==> config.mk <==
export PLATFORM = sky130hd
export DESIGN_NAME = seq_divider_2n_by_n
export DESIGN_NICKNAME = d
export VERILOG_FILES = /design/src/rtl/seq_divider_2n_by_n.sv
export SDC_FILE = /design/constraint.sdc
export NUM_CORES = 1
export LEC_CHECK = 0
export CORE_MARGIN = 1.5
export CORE_UTILIZATION = 52
export CTS_CLUSTER_DIAMETER = 40
export DETAILED_ROUTE_END_ITERATION = 8
export PLACE_DENSITY = 0.9
export SLEW_MARGIN = 20
export SYNTH_ARGS = -nofsm -noshare
export SYNTH_HDL_FRONTEND = slang
export SYNTH_SLANG_ARGS = --single-unit
==> constraint.sdc <==
create_clock -name clk -period 4.1 [get_ports clk]
set_input_delay 1.23 -clock clk [delete_from_list [all_inputs] [get_ports clk]]
set_output_delay 1.23 -clock clk [all_outputs]
set_load 0.05 [all_outputs]
==> src/rtl/seq_divider_2n_by_n.sv <==
// Iterative restoring divider: 2N-bit dividend / N-bit divisor, one quotient bit per clock.
// Optional macro DIV_ZERO_DIVIDEND_FAST_EN: a zero dividend with a nonzero divisor finishes on the accept edge.
module seq_divider_2n_by_n #(
  parameter int N = 4
) (
  input  logic           clk,
  input  logic           rst_n,
  input  logic           start,
  input  logic [2*N-1:0] dividend,
  input  logic [N-1:0]   divisor,
  output logic           busy,
  output logic           valid,
  output logic [2*N-1:0] quotient,
  output logic [N-1:0]   remainder,
  output logic           div_by_zero
);

  localparam int CW = (2 * N > 1) ? $clog2(2 * N) : 1;

  typedef enum logic [1:0] {
    IDLE,
    RUN,
    DONE
  } state_t;

  state_t         state;
  state_t         next_state;
  logic [2*N-1:0] q_reg;
  logic [N-1:0]   r_reg;
  logic [N-1:0]   d_reg;
  logic [CW-1:0]  iter_cnt;
  logic           dz_reg;

  logic           accept;
  logic           zero_div;
  logic           fast_zero;
  logic           last_iter;
  logic [N:0]     trial;
  logic           fits;
  logic [N-1:0]   trial_minus_d;

  // The partial remainder is always below the divisor, so the difference fits in N bits.
  always_comb begin
    accept        = start && (state != RUN);
    zero_div      = (divisor == '0);
`ifdef DIV_ZERO_DIVIDEND_FAST_EN
    fast_zero     = (dividend == '0) && !zero_div;
`else
    fast_zero     = 1'b0;
`endif
    last_iter     = (iter_cnt == CW'(2 * N - 1));
    trial         = {r_reg, q_reg[2*N-1]};
    fits          = (trial >= {1'b0, d_reg});
    trial_minus_d = trial[N-1:0] - d_reg;
  end

  always_ff @(posedge clk or negedge rst_n) begin
    if (!rst_n) begin
      state <= IDLE;
    end else begin
      state <= next_state;
    end
  end

  always_comb begin
    next_state = state;
    case (state)
      IDLE, DONE: begin
        if (accept) begin
          next_state = (zero_div || fast_zero) ? DONE : RUN;
        end
      end
      RUN: begin
        if (last_iter) begin
          next_state = DONE;
        end
      end
      default: next_state = IDLE;
    endcase
  end

  // Short-circuit cases load their final result directly on the accept edge.
  always_ff @(posedge clk or negedge rst_n) begin
    if (!rst_n) begin
      q_reg    <= '0;
      r_reg    <= '0;
      d_reg    <= '0;
      iter_cnt <= '0;
      dz_reg   <= 1'b0;
    end else if (accept) begin
      d_reg    <= divisor;
      iter_cnt <= '0;
      if (zero_div) begin
        q_reg  <= '1;
        r_reg  <= dividend[N-1:0];
        dz_reg <= 1'b1;
      end else if (fast_zero) begin
        q_reg  <= '0;
        r_reg  <= '0;
        dz_reg <= 1'b0;
      end else begin
        q_reg  <= dividend;
        r_reg  <= '0;
        dz_reg <= 1'b0;
      end
    end else if (state == RUN) begin
      iter_cnt <= iter_cnt + CW'(1);
      if (fits) begin
        r_reg <= trial_minus_d;
        q_reg <= {q_reg[2*N-2:0], 1'b1};
      end else begin
        r_reg <= trial[N-1:0];
        q_reg <= {q_reg[2*N-2:0], 1'b0};
      end
    end
  end

  always_comb begin
    busy        = (state == RUN);
    valid       = (state == DONE);
    quotient    = q_reg;
    remainder   = r_reg;
    div_by_zero = dz_reg;
  end

endmodule

* After elaboration in Yosys (flattened, before gate mapping) *
Cells that the tools add are included.

word-level totals
  bits in registers = 22
  input port bits = 15
  output and inout bits = 15
  word-level logic and storage cells = 36

cells by class
  add/sub/neg operators = 2
  order comparisons = 1
  eq/ne operators = 6
  mux-type cells = 15
  reductions and logical operators = 6

operators with widths
  cell                                                                    count
  8-bit 2-to-1 mux                                                        3
  4-bit 2-to-1 mux                                                        4
  2-bit 2-to-1 mux                                                        3
  3-bit 2-to-1 mux                                                        2
  5-bit by 4-bit >= comparator with 1-bit output                          1
  4-bit logical NOT                                                       1
  2-bit by 1-bit != test with 1-bit output (second input constant)        2
  2-bit one-hot mux with 2 select lines                                   1
  4-bit subtractor                                                        1
  3-bit by 1-bit adder with 3-bit output (second input constant)          1
  3-bit equality test (second input constant)                             1
  2-bit by 1-bit equality test with 1-bit output (second input constant)  1
  2-bit equality test (second input constant)                             1
  2-bit logical NOT                                                       1
  1-bit 2-to-1 mux                                                        2
  2-bit != test (second input constant)                                   1
  2-bit AND reduction                                                     1
  2-bit nonzero test                                                      1
  2-bit OR reduction                                                      1
  1-bit logical AND                                                       1

* Longest topological paths before layout *
  depth in word-level cells = 4
  depth in mapped cells = 6
  depth with buffers taken out = 6

* Least setup slack after synthesis *
OpenSTA, ideal clock, no wires.

  kind = reg-to-output
  start point = register state[1]
  end point = output busy
  arrival time = 1.257 ns
  data required time = 2.870 ns
  path slack = 1.613 ns
  stages on the path, launching flop included = 4
  path buffers = 1
  cell sequence = dfrtp_1 -> nand2b_1 -> inv_2 -> clkbuf_1

between the ends
  word-level cells in the longest chain between the ends = 1

RTL lines
  item                                            RTL line  text
  start, declared                                 26        state_t state;
  start signal, assigned                          61        state <= next_state;
  2-bit by 1-bit equality test with 1-bit output  119       busy = (state == RUN);
  end, declared                                   11        output logic busy,

Every way passes these cells.

* Final worst setup path *
Ends and elaborated chain as after synthesis.

==> flow_summary.json <==
{
  "fp-row-count": 17,
  "largest_reg_flops": 8,
  "track_usage": 0.226,
  "grt_pass1_wl_mm": 4.48,
  "drt-vias-per-instance": 5.92,
  "final_common_cell": "clkdlybuf4s50_1",
  "final_cell_count_no_fill": 174,
  "startpoint": "state[1]$_DFFE_PN0P_",
  "multi_input_area_sq_um": 588,
  "cts_resized": 0,
  "min_from": "state[0]$_DFFE_PN0P_",
  "intPower_mw": 0.710,
  "p_per_area_nw_per_um2": 955,
  "drt-initial-drc-count": 58,
  "end_kind": "output port",
  "layout_min_cycle_time_ns": 3.55,
  "syn_area_per_cell_sq_um": 9.99,
  "num_vias": 1030,
  "p_comb_frac": 0.650,
  "drive_above_1_share": 0.0822,
  "yosysSeqAreaShare": 0.459,
  "drc_errors": 0,
  "synthCells": 120,
  "setup_tns_ns": 0,
  "slew_viol_final": 0,
  "rsz0062_at_grt": "no",
  "switchingPower_mw": 0.734,
  "final_cell_mix": "clkdlybuf4s50_1, dfrtp_1, nand2_1, o22ai_1, inv_1",
  "port_buffers": 29,
  "fin_nets": 170,
  "finalHoldViolations": 0,
  "syn_nets": 142,
  "crit_type": "reg -> out",
  "min_path_type": "reg -> reg",
  "pin_count": 30,
  "die_x_um": 51.0,
  "seq_area_sq_um": 551,
  "clkLatencyLatePin_ns": 0.30,
  "cts.sinks": 22,
  "ys_ff_latch": 22,
  "pwr-share-seq": 0.285,
  "start_util": 0.547,
  "required_ns": 2.87,
  "post-place-cells": 171,
  "drv_cap": 0,
  "finalWirelength_mm": 2.65,
  "cts_max_path_buffers": 2,
  "grt_start_max_net_pins": 28,
  "hold_buffers": 0,
  "wl_per_cell_um": 15.2,
  "cts_setup_buffers": 0,
  "grt-ovfl-total": 0,
  "cts-buffers-inserted": 3,
  "drtAntennaViolNets": 0,
  "max_slew.worst_pin.slew_ns": 0.694,
  "cts_tree": "built",
  "status": "completed",
  "finClkSkew_ns": 0.00248,
  "cts.clk_slew.worst_paths_ns": 0.11,
  "cp_max_fo": 27,
  "fmax_mhz": 282,
  "synth_cell_type_count": 34,
  "power.share.clock": 0.066,
  "grt_pass1_vias": 964,
  "nFillCells": 167,
  "antenna_found_initial": 0,
  "die_y_um": 51.0,
  "dp.final_hpwl_mm": 1.95,
  "die_area_sq_um": 2600,
  "ir_drop_mv": 0.569,
  "h-tree-depth": 1,
  "reg2reg_from": "remainder[1]$_DFFE_PN0P_",
  "syn_area_sq_um": 1200,
  "core_sq_um": 2190,
  "dr.pass1.iters": 5,
  "max-slew-margin-rel": 0.536,
  "p_sw_frac": 0.508,
  "power_leakage_nw": 0.657,
  "yosysWarnings": 0,
  "syn_to_final_growth_pct": 26.1,
  "whs_ns": 0.517,
  "routabilityCongestion": 0.917,
  "root_buffer": "clkbuf_4",
  "finalSetupViolations": 0,
  "cp.arrival_ns": 2.32,
  "start_kind": "register",
  "fin_crit_sh": 0.865,
  "diodes": 0
}
power by group through the flow:
stage               clock network, mW  logic (mW)  registers, mW
floorplan                           0       0.459          0.611
global placement                    0       0.890          0.410
detailed placement                  0       0.926          0.415
CTS                            0.0992       0.935          0.410
global route                    0.109        1.01          0.424
finish                         0.0947       0.938          0.411
area by class of cell:
type,instances,area share
Tap cell,28,0.0232
Timing Repair Buffer,29,0.189
Sequential cell,22,0.364
Inverter,8,0.0199
Clock buffer,3,0.0149
Multi-Input combinational cell,84,0.389
synth_stat cells:
library cell | count | area (sq um)
dfrtp_1 | 22 | 551
nand2_1 | 15 | 56.3
o22ai_1 | 8 | 50.1
inv_1 | 7 | 26.3
ha_1 | 6 | 75.1
o21ai_1 | 6 | 30.0
mux2_2 | 5 | 56.3
nand2b_1 | 5 | 31.3
nor2b_1 | 5 | 31.3
a21oi_1 | 4 | 20.0
nor2_1 | 4 | 15.0
o21ai_0 | 4 | 20.0
buf_2 | 3 | 15.0
nand3b_1 | 3 | 22.5
a311oi_1 | 2 | 17.5
a31oi_1 | 2 | 12.5
clkbuf_1 | 2 | 7.51
a211oi_1 | 1 | 7.51
a21boi_1 | 1 | 7.51
a311o_1 | 1 | 10.0
a41o_1 | 1 | 10.0
a41oi_1 | 1 | 8.76
buf_4 | 1 | 7.51
fa_1 | 1 | 20.0
inv_2 | 1 | 3.75
mux2i_1 | 1 | 10.0
nand3_1 | 1 | 5.00
nor4_4 | 1 | 21.3
o211ai_1 | 1 | 7.51
o21ai_2 | 1 | 8.76
o221ai_1 | 1 | 8.76
o31ai_1 | 1 | 7.51
o32ai_1 | 1 | 8.76
xor2_1 | 1 | 8.76
kinds of logic after synthesis:
| group | after synthesis | share of synthesized area |
|---|---|---|
| AO/OA/AOI/OAI | 36 | 0.196 |
| XOR/XNOR | 1 | 0.00731 |
| adder cells (fa/ha/maj) | 7 | 0.0793 |
| buffers and inverters | 14 | 0.0501 |
| flip-flops | 22 | 0.459 |
| multiplexers | 6 | 0.0553 |
| AND/OR/NAND/NOR | 34 | 0.152 |
final timing paths:
check / end / slack [ns] / cells after the start
min: state[0]$_DFFE_PN0P_ / 0.52 / 1
min in group asynchronous: d_reg[3]$_DFFE_PN0P_ / 0.87 / 1
max: busy / 0.55 / 3
max reg2reg: remainder[0]$_DFFE_PN0P_ / 2.32 / 5
max in group asynchronous: quotient[1]$_DFFE_PN0P_ / 2.90 / 1
min reg2reg: state[0]$_DFFE_PN0P_ / 0.52 / 1
worst max-delay path, cell delays in order, from the launching register on:
cell and delay, ns:
dfrtp_1 0.40, nand2b_1 0.31, inv_2 0.41, clkdlybuf4s50_1 0.90
stage by stage:
stage	worst slack [ns]	power, mW	util	area [sq um]
floorplan	1.61	1.07	-	1200
global placement	0.982	1.30	0.682	1490
detailed placement	0.910	1.34	0.682	1490
CTS	0.561	1.44	0.692	1520
global route	0.418	1.55	0.690	1510
finish	0.553	1.44	0.690	1510
routing by layer:
metal,global-route usage,part of all wire
met5,0,0
met4,0.0586,0.017
met3,0.0263,0.062
met2,0.366,0.50
met1,0.323,0.42
(Power assumes the default switching activity.)
